### config.mk
export PLATFORM = sky130hd
export DESIGN_NAME = wb_req_master_flat
export DESIGN_NICKNAME = d
export VERILOG_FILES = /design/src/rtl/wb_req_master_if.sv /design/src/rtl/wb_req_master.sv /design/src/flat_wrapper.sv
export SDC_FILE = /design/constraint.sdc
export NUM_CORES = 1
export LEC_CHECK = 0
export CELL_PAD_IN_SITES_DETAIL_PLACEMENT = 1
export CELL_PAD_IN_SITES_GLOBAL_PLACEMENT = 2
export CORE_MARGIN = 5
export CORE_UTILIZATION = 25
export DETAILED_ROUTE_END_ITERATION = 8
export PLACE_DENSITY_LB_ADDON = 0.1
export REMOVE_ABC_BUFFERS = 1
export SETUP_SLACK_MARGIN = 0.05
export SLEW_MARGIN = 0
export SYNTH_ARGS = -nofsm -noshare
export SYNTH_HDL_FRONTEND = slang
export SYNTH_SLANG_ARGS = --single-unit
### constraint.sdc
create_clock -name clk -period 2.7 [get_ports clk]
set_clock_uncertainty 0.15 [all_clocks]
set_input_delay 0.54 -clock clk [delete_from_list [all_inputs] [get_ports clk]]
set_output_delay 0.54 -clock clk [all_outputs]
set_load 0.01 [all_outputs]
### src/rtl/wb_req_master_if.sv
// wb_if: pipelined Wishbone (B4) signal bundle shared by initiator and target.
// Rev 1.0
`default_nettype none

interface wb_if #(
    parameter int unsigned ADDR_W = 32
);
    logic              cyc;
    logic              stb;
    logic              we;
    logic [ADDR_W-1:0] adr;
    logic [3:0]        sel;
    logic [31:0]       dat_o;
    logic [31:0]       dat_i;
    logic              ack;
    logic              err;
    logic              stall;

    modport master (
        output cyc, stb, we, adr, sel, dat_o,
        input  dat_i, ack, err, stall
    );

    modport slave (
        input  cyc, stb, we, adr, sel, dat_o,
        output dat_i, ack, err, stall
    );
endinterface

`default_nettype wire

### src/rtl/wb_req_master.sv
// wb_req_master: single-outstanding pipelined Wishbone initiator with abort timeout.
// Rev 1.0
`default_nettype none

module wb_req_master #(
    parameter int unsigned TIMEOUT = 255,
    parameter int unsigned ADDR_W  = 32
) (
    input  logic              clk,
    input  logic              rst_n,
    input  logic              req_valid,
    output logic              req_ready,
    input  logic              req_we,
    input  logic [ADDR_W-1:0] req_adr,
    input  logic [31:0]       req_dat,
    input  logic [3:0]        req_sel,
    output logic              rsp_valid,
    input  logic              rsp_ready,
    output logic [31:0]       rsp_dat,
    output logic              rsp_err,
    output logic              rsp_timeout,
    wb_if.master              wb
);
    localparam int unsigned CNT_W = $clog2(TIMEOUT + 1);
    localparam logic [CNT_W-1:0] TO_LAST = CNT_W'(TIMEOUT - 1);

    typedef enum logic [1:0] {
        S_IDLE = 2'd0,
        S_REQ  = 2'd1,
        S_WAIT = 2'd2,
        S_RSP  = 2'd3
    } state_e;

    state_e            state_q;
    logic [CNT_W-1:0]  cnt_q;
    logic              cyc_q;
    logic              stb_q;
    logic              we_q;
    logic [ADDR_W-1:0] adr_q;
    logic [3:0]        sel_q;
    logic [31:0]       dat_q;
    logic [31:0]       rsp_dat_q;
    logic              rsp_err_q;
    logic              rsp_timeout_q;

    logic active;
    logic complete;
    logic abort;

    // A termination only counts once the strobe has been accepted (stall low).
    assign active   = (state_q == S_REQ) || (state_q == S_WAIT);
    assign complete = (wb.ack || wb.err) &&
                      ((state_q == S_WAIT) || ((state_q == S_REQ) && !wb.stall));
    assign abort    = active && !complete && (cnt_q >= TO_LAST);

    always_ff @(posedge clk or negedge rst_n) begin
        if (!rst_n) begin
            state_q       <= S_IDLE;
            cnt_q         <= '0;
            cyc_q         <= 1'b0;
            stb_q         <= 1'b0;
            we_q          <= 1'b0;
            adr_q         <= '0;
            sel_q         <= '0;
            dat_q         <= '0;
            rsp_dat_q     <= '0;
            rsp_err_q     <= 1'b0;
            rsp_timeout_q <= 1'b0;
        end else begin
            case (state_q)
                S_IDLE: begin
                    if (req_valid) begin
                        we_q    <= req_we;
                        adr_q   <= req_adr & ~ADDR_W'(3);
                        sel_q   <= req_sel;
                        dat_q   <= req_we ? req_dat : 32'h0;
                        cnt_q   <= '0;
                        cyc_q   <= 1'b1;
                        stb_q   <= 1'b1;
                        state_q <= S_REQ;
                    end
                end
                S_REQ, S_WAIT: begin
                    if (complete || abort) begin
                        cyc_q         <= 1'b0;
                        stb_q         <= 1'b0;
                        rsp_err_q     <= abort || wb.err;
                        rsp_timeout_q <= abort;
                        rsp_dat_q     <= (abort || wb.err || we_q) ? 32'h0 : wb.dat_i;
                        state_q       <= S_RSP;
                    end else begin
                        if (~&cnt_q) begin
                            cnt_q <= cnt_q + 1'b1;
                        end
                        if ((state_q == S_REQ) && !wb.stall) begin
                            stb_q   <= 1'b0;
                            state_q <= S_WAIT;
                        end
                    end
                end
                S_RSP: begin
                    if (rsp_ready) begin
                        state_q <= S_IDLE;
                    end
                end
                default: state_q <= S_IDLE;
            endcase
        end
    end

    assign req_ready   = (state_q == S_IDLE);
    assign rsp_valid   = (state_q == S_RSP);
    assign rsp_dat     = rsp_dat_q;
    assign rsp_err     = rsp_err_q;
    assign rsp_timeout = rsp_timeout_q;

    assign wb.cyc   = cyc_q;
    assign wb.stb   = stb_q;
    assign wb.we    = we_q;
    assign wb.adr   = adr_q;
    assign wb.sel   = sel_q;
    assign wb.dat_o = dat_q;

endmodule

`default_nettype wire
### src/flat_wrapper.sv
// flat-port wrapper written by rule: the top's interface ports become plain ports
module wb_req_master_flat 
#(
    parameter int unsigned TIMEOUT = 255,
    parameter int unsigned ADDR_W  = 32
)
  (clk, rst_n, req_valid, req_ready, req_we, req_adr, req_dat, req_sel, rsp_valid, rsp_ready, rsp_dat, rsp_err, rsp_timeout, wb_cyc, wb_stb, wb_we, wb_adr, wb_sel, wb_dat_o, wb_dat_i, wb_ack, wb_err, wb_stall);
  wb_if #(.ADDR_W(ADDR_W)) wb_i ();
  input  logic clk;
  input  logic rst_n;
  input  logic req_valid;
  output logic req_ready;
  input  logic req_we;
  input  logic [ADDR_W-1:0] req_adr;
  input  logic [31:0] req_dat;
  input  logic [3:0] req_sel;
  output logic rsp_valid;
  input  logic rsp_ready;
  output logic [31:0] rsp_dat;
  output logic rsp_err;
  output logic rsp_timeout;
  output wire logic [$bits(wb_i.cyc)-1:0] wb_cyc;
  output wire logic [$bits(wb_i.stb)-1:0] wb_stb;
  output wire logic [$bits(wb_i.we)-1:0] wb_we;
  output wire logic [$bits(wb_i.adr)-1:0] wb_adr;
  output wire logic [$bits(wb_i.sel)-1:0] wb_sel;
  output wire logic [$bits(wb_i.dat_o)-1:0] wb_dat_o;
  input wire logic [$bits(wb_i.dat_i)-1:0] wb_dat_i;
  input wire logic [$bits(wb_i.ack)-1:0] wb_ack;
  input wire logic [$bits(wb_i.err)-1:0] wb_err;
  input wire logic [$bits(wb_i.stall)-1:0] wb_stall;
  assign wb_cyc = wb_i.cyc;
  assign wb_stb = wb_i.stb;
  assign wb_we = wb_i.we;
  assign wb_adr = wb_i.adr;
  assign wb_sel = wb_i.sel;
  assign wb_dat_o = wb_i.dat_o;
  assign wb_i.dat_i = wb_dat_i;
  assign wb_i.ack = wb_ack;
  assign wb_i.err = wb_err;
  assign wb_i.stall = wb_stall;
  wb_req_master #(.TIMEOUT(TIMEOUT), .ADDR_W(ADDR_W)) u_core (.clk(clk), .rst_n(rst_n), .req_valid(req_valid), .req_ready(req_ready), .req_we(req_we), .req_adr(req_adr), .req_dat(req_dat), .req_sel(req_sel), .rsp_valid(rsp_valid), .rsp_ready(rsp_ready), .rsp_dat(rsp_dat), .rsp_err(rsp_err), .rsp_timeout(rsp_timeout), .wb(wb_i));
endmodule
==> flow_summary.ini, run 1 <==
[status]
outcome = finished clean

[critical_path]
start_kind = flop
critical_path_class = flop to primary output
cp.required_ns = 2.01
r2r_slack_ns = 0.50
crit_path_end_kind = primary output
critPathMaxFanout = 6
cp.arrival_ns = 1.82

[placement]
dp_hpwl_microns = 11600
place_congestion = 0.723
port_buffers = 210
placed_cell_area_sq_mm = 0.00711

[drt]
wl_per_cell_microns = 18.1
drc = 0
routed-wl-met2_microns = 7800
wl_met3_microns = 1210
drt-total-wl_microns = 15500
drtIter0Drc = 105
drt-met1-wl_microns = 6290
via_count = 3870
vias_per_cell = 4.52
top_layer_used = met4
ant_nets = 0
dr.pass1.iters = 4

[synth]
synthTopCellsByArea = dfrtp_1, mux2_2, a22o_1, nand2_1, o21ai_0
ys_ff_latch = 113
syn_area_sq_mm = 0.00464
ys_types = 45
ys_warn_count = 0
syn_inst = 390
avgSynthCellArea_sq_um = 11.9
yosysSeqAreaShare_pct = 61.0
yosysTopAreaCellShare_pct = 61.0
yosys.area.top_type = dfrtp_1

[cells_and_area]
diodes = 0
mostFrequentLayoutCells = clkdlybuf4s50_1, dfrtp_1, nand2_1
drive_gt1_share_pct = 15.4
fin_nets = 731
layout_commonest_cell = clkdlybuf4s50_1
final_area_sq_mm = 0.00770
fillers = 1926
areaGrowthSynthToFinish_pct = 66.2
fin_util_pct = 42.6

[floorplan]
ios = 215
die_x_microns = 146
die_y_microns = 146
initial_core_util_pct = 25.6
row_count = 49
dieArea_sq_mm = 0.0214
core_area_sq_mm = 0.0181

[sta]
post-route-min-period_ns = 2.51
finalHoldWorstSlack_ns = 0.328
final-hold-violation-count = 0
final_max_slew_viol_count = 0
setup_viol = 0
finalCritPeriodShare_pct = 92.9
relSlewSlack_pct = 60.8
worst_pin_slew_ns = 0.588
clock.fmax_mhz = 399
rsz0062_at_grt = no

[clock_tree]
cts.htree.levels = 4
path_clk_slew_ns = 0.06
clock_path_buffers = 2
clock-sinks = 113
worstSkewPairLatency_ns = 0.41
cts_root_buf = clkbuf_16
cts_made_buffers = 17
post_cts_buffers = 0
cts_tree = yes

[min_path]
hp-class = flop to flop

[global_routing]
overflow = 0
antenna_found_initial = 0
grt_pass1_wl_microns = 24500
grt_pass1_vias = 4328
grt_max_degree = 42
grt_use_total_pct = 14.6

[power_and_ir_drop]
p_leak_nw = 3.33
powerDensity_mw_per_mm2 = 1110
ir_worst_vdd_uv = 431
total_power_mw = 8.56

[run]
maxCapViolCount = 0
[final timing paths]
kind	depth (start not counted)	endpoint	start
min in group asynchronous	2	u_core.rsp_dat[4]	rst_n
max in group asynchronous	3	u_core.wb.adr[3]	rst_n
hold / removal	2	u_core.wb.dat_o[26]	u_core.wb.dat_o[26]
setup reg to reg	7	u_core.rsp_dat[27]	u_core.state_q[1]
setup / recovery	3	req_ready	u_core.state_q[1]
hold reg to reg	2	u_core.wb.dat_o[26]	u_core.wb.dat_o[26]
[synth_stat cells]
cell      instances
inv_1            10
nor4_2            1
and3_4            1
o211ai_1          2
a22o_1           33
nand2_1          68
o22ai_1           3
nand3_1           2
o221ai_1          1
o21ai_1           1
and4_1            2
o21ai_0          36
and2b_1           1
conb_1            1
dfrtp_1         113
and3_1            2
mux2_2           36
mux2i_1           1
o32a_1            1
o211a_1           1
nor2b_1           1
a41oi_1           1
or4_1             2
a311o_1           1
a31oi_1           5
nand4_1           2
nor2_1            4
or3_1             1
o211a_2           1
o311ai_0          4
buf_4             2
and2_1            1
nor4_1            1
o22a_1            1
clkbuf_1         18
nor3_1            2
a21oi_1           3
or2_2             1
nand2b_1          4
nor2_2            1
buf_6             2
o311ai_1          3
o21a_1            2
ha_1              7
buf_2             4
[sequential cells by signal (all words and copies together) (netlist names)]
name and count:
u_core.rsp_timeout 1, u_core.wb.dat_o 32, u_core.wb.we 1, u_core.wb.cyc 1, u_core.rsp_dat 32, u_core.wb.adr 30, u_core.wb.sel 4, u_core.state_q 2
u_core.rsp_err 1, u_core.cnt_q 8, u_core.wb.stb 1
[area by class of cell]
class                           count  area, sq um  share of cell area, %
Sequential cell                   113         2830                   36.7
Timing Repair Buffer              232         2300                   29.9
Multi-Input combinational cell    242         1660                   21.6
Clock buffer                       17          425                   5.52
Tap cell                          229          287                   3.72
Clock inverter                     14          159                   2.06
Inverter                           10         37.5                  0.487
[logic make-up (layout without fill, tap and decap cells)]
logic type | Yosys count | after routing | synth area share [%]
other | 1 | 2 | 0.0809
buffers and inverters | 36 | 273 | 3.51
AO/OA/AOI/OAI | 99 | 99 | 15.0
multiplexers | 37 | 37 | 8.96
adder cells (fa/ha/maj) | 7 | 7 | 1.89
flip-flops | 113 | 113 | 61.0
AND/OR/NAND/NOR | 97 | 97 | 9.53
[critical path, stage by stage (launching register included)]
cell,delay (ns)
dfrtp_1,0.44
inv_1,0.11
ha_2,0.28
clkdlybuf4s50_1,0.58
[metrics by stage]
step | std cells | setup WS, ns | TNS (ns)
after floorplan | 365 | -0.452 | -35.36
final | 857 | 0.192 | 0
after CTS | 857 | 0.0587 | 0
after global placement | 825 | 0.241 | 0
after global routing | 857 | 0.123 | 0
after detailed placement | 825 | 0.244 | 0
[report_power, final]
part | switching [mW] | internal (mW) | leakage, nW | total (mW)
clock network | 0.862 | 1.37 | 0.281 | 2.23
logic | 1.55 | 2.02 | 1.61 | 3.57
registers | 0.387 | 2.37 | 1.44 | 2.76
[routing by layer]
layer	vias up	global-route usage (%)
li1	1834	-
met1	1912	16.8
met2	111	24.2
met3	13	6.85
met4	0	4.89
met5	-	0
[what timing repair did]
action,CTS,global route
hold buffers,1,0
setup endpoints to repair,0,1
hold endpoints to repair,27,0
gates resized for setup,0,1
No activity file was read; power rests on OpenSTA's default activity.
==> run 2: changes to the inputs <==
--- a/config.mk
+++ b/config.mk
@@ -9,6 +9,7 @@
 export CELL_PAD_IN_SITES_GLOBAL_PLACEMENT = 2
 export CORE_MARGIN = 5
 export CORE_UTILIZATION = 25
+export CTS_CLUSTER_SIZE = 28
 export DETAILED_ROUTE_END_ITERATION = 8
 export PLACE_DENSITY_LB_ADDON = 0.1
 export REMOVE_ABC_BUFFERS = 1
==> results of run 2 <==
Final layout, timing and power as in run 1 (identical DEF).
==> run 3: changes to the inputs <==
--- a/config.mk
+++ b/config.mk
@@ -8,12 +8,11 @@
 export CELL_PAD_IN_SITES_DETAIL_PLACEMENT = 1
 export CELL_PAD_IN_SITES_GLOBAL_PLACEMENT = 2
 export CORE_MARGIN = 5
-export CORE_UTILIZATION = 25
+export CORE_UTILIZATION = 27
 export CTS_CLUSTER_SIZE = 28
 export DETAILED_ROUTE_END_ITERATION = 8
 export PLACE_DENSITY_LB_ADDON = 0.1
 export REMOVE_ABC_BUFFERS = 1
-export SETUP_SLACK_MARGIN = 0.05
 export SLEW_MARGIN = 0
 export SYNTH_ARGS = -nofsm -noshare
 export SYNTH_HDL_FRONTEND = slang
==> constraint.sdc (replaced) <==
create_clock -name clk -period 3.1 [get_ports clk]
set_clock_uncertainty 0.15 [all_clocks]
set_input_delay 0.62 -clock clk [delete_from_list [all_inputs] [get_ports clk]]
set_output_delay 0.62 -clock clk [all_outputs]
set_load 0.01 [all_outputs]
==> flow_summary.ini, run 3 (synthesis results as in run 1) <==
[power_and_ir_drop]
ir_worst_vdd_uv = 453
p_clk_share_pct = 28.0
p_switching_mw = 2.33
p_leak_nw = 3.31
switching_share_pct = 31.1
combinationalPowerShare_pct = 40.1
total_power_mw = 7.51
share_seq_of_total_power_pct = 31.9
p_int_mw = 5.17
powerDensity_mw_per_mm2 = 981

[cells_and_area]
drive_gt1_share_pct = 14.1
multiInputGateArea_sq_mm = 0.00166
mostFrequentLayoutCells = clkdlybuf4s50_1, dfrtp_1, nand2_1
fillers = 1861
fin_util_pct = 44.9
layout_commonest_cell = clkdlybuf4s50_1
seq_area_sq_mm = 0.00283
fin_nets = 721
final_area_sq_mm = 0.00765
fin_cells = 844
areaGrowthSynthToFinish_pct = 65.0
diodes = 0

[critical_path]
cp.required_ns = 2.33
critical_path_class = flop to primary output
r2r_slack_ns = 0.61
start_kind = flop
rr_worst_depth = 7
cp.arrival_ns = 1.93
crit_path_end_kind = primary output
critPathMaxFanout = 6

[drt]
vias_per_cell = 4.60
ant_nets = 0
wl_per_cell_microns = 17.4
via_count = 3883
drc = 0
drt-total-wl_microns = 14700
drtIter0Drc = 100
dr.pass1.iters = 4

[sta]
finalCritPeriodShare_pct = 87.1
setup_viol = 0
final_max_slew_viol_count = 0
finalHoldWorstSlack_ns = 0.119
rsz0062_at_grt = no
final.setup.tns_ns = 0
relSlewSlack_pct = 49.9
final-hold-violation-count = 0
clock.fmax_mhz = 370
fin_ws_ns = 0.399
worst_pin_slew_ns = 0.751
post-route-min-period_ns = 2.70

[floorplan]
dieArea_sq_mm = 0.0199
die_x_microns = 141
initial_core_util_pct = 27.2
core_area_sq_mm = 0.0171
row_count = 48
ios = 215
die_y_microns = 141

[placement]
pre_cts_ws_ns = 0.339
placed_cell_area_sq_mm = 0.00701
place_congestion = 0.694
dp_hpwl_microns = 10700
placedCellCount = 812
port_buffers = 210

[global_routing]
grt_pass1_vias = 4254
grt_max_degree = 55
grt_use_total_pct = 15.1
antenna_found_initial = 0
grt_pass1_wl_microns = 23400
overflow = 0

[status]
outcome = finished clean

[min_path]
hp-class = input pin to async pin

[clock_tree]
cts_root_buf = clkbuf_16
ctsHoldBuffers = 0
worstSkewPairLatency_ns = 0.41
clock-sinks = 113
post_cts_buffers = 0
path_clk_slew_ns = 0.05
cts_tree = yes
cts_resized = 0
clock_path_buffers = 2
cts.htree.levels = 4
cts_made_buffers = 17

[run]
maxCapViolCount = 0
-- run 3: layout make-up --
cell class                 count  share of cell area [%]
tap                          225                    3.68
clock inverter                10                    2.03
timing repair buffer         222                    28.8
sequential                   113                    37.0
multi-input combinational    242                    21.7
inverter                      10                   0.491
clock buffer                  22                    6.33
-- run 3: per-layer routing --
layer  track usage, %  routed length [microns]  vias to the layer above
li1                 -                        -                     1820
met1             16.9                     5680                     1935
met2             25.6                     7620                      114
met3             6.61                     1190                       14
met4             5.35                      187                        0
met5                0                        0                        -
-- run 3: power by group through the flow --
| stage | Combinational [mW] | Sequential (mW) | Clock, mW |
|---|---|---|---|
| after floorplan | 1.07 | 2.65 | 0 |
| after global placement | 3.02 | 2.39 | 0 |
| after detailed placement | 3.05 | 2.42 | 0 |
| after CTS | 3.07 | 2.41 | 2.16 |
| after global routing | 3.26 | 2.48 | 2.24 |
| final | 3.01 | 2.40 | 2.10 |
-- run 3: final timing paths --
check	from	endpoint
min reg2reg	u_core.wb.dat_o[10]	u_core.wb.dat_o[10]
max	u_core.state_q[0]	req_ready
max reg2reg	u_core.state_q[0]	u_core.rsp_dat[23]
max in group asynchronous	rst_n	u_core.rsp_dat[31]
min in group clk	u_core.wb.dat_o[10]	u_core.wb.dat_o[10]
min	rst_n	u_core.rsp_dat[4]
-- run 3: critical path, cell delays in order, from the launching register on --
cell and delay, ns:
dfrtp_1 0.43, inv_1 0.11, ha_1 0.36, clkdlybuf4s50_1 0.62
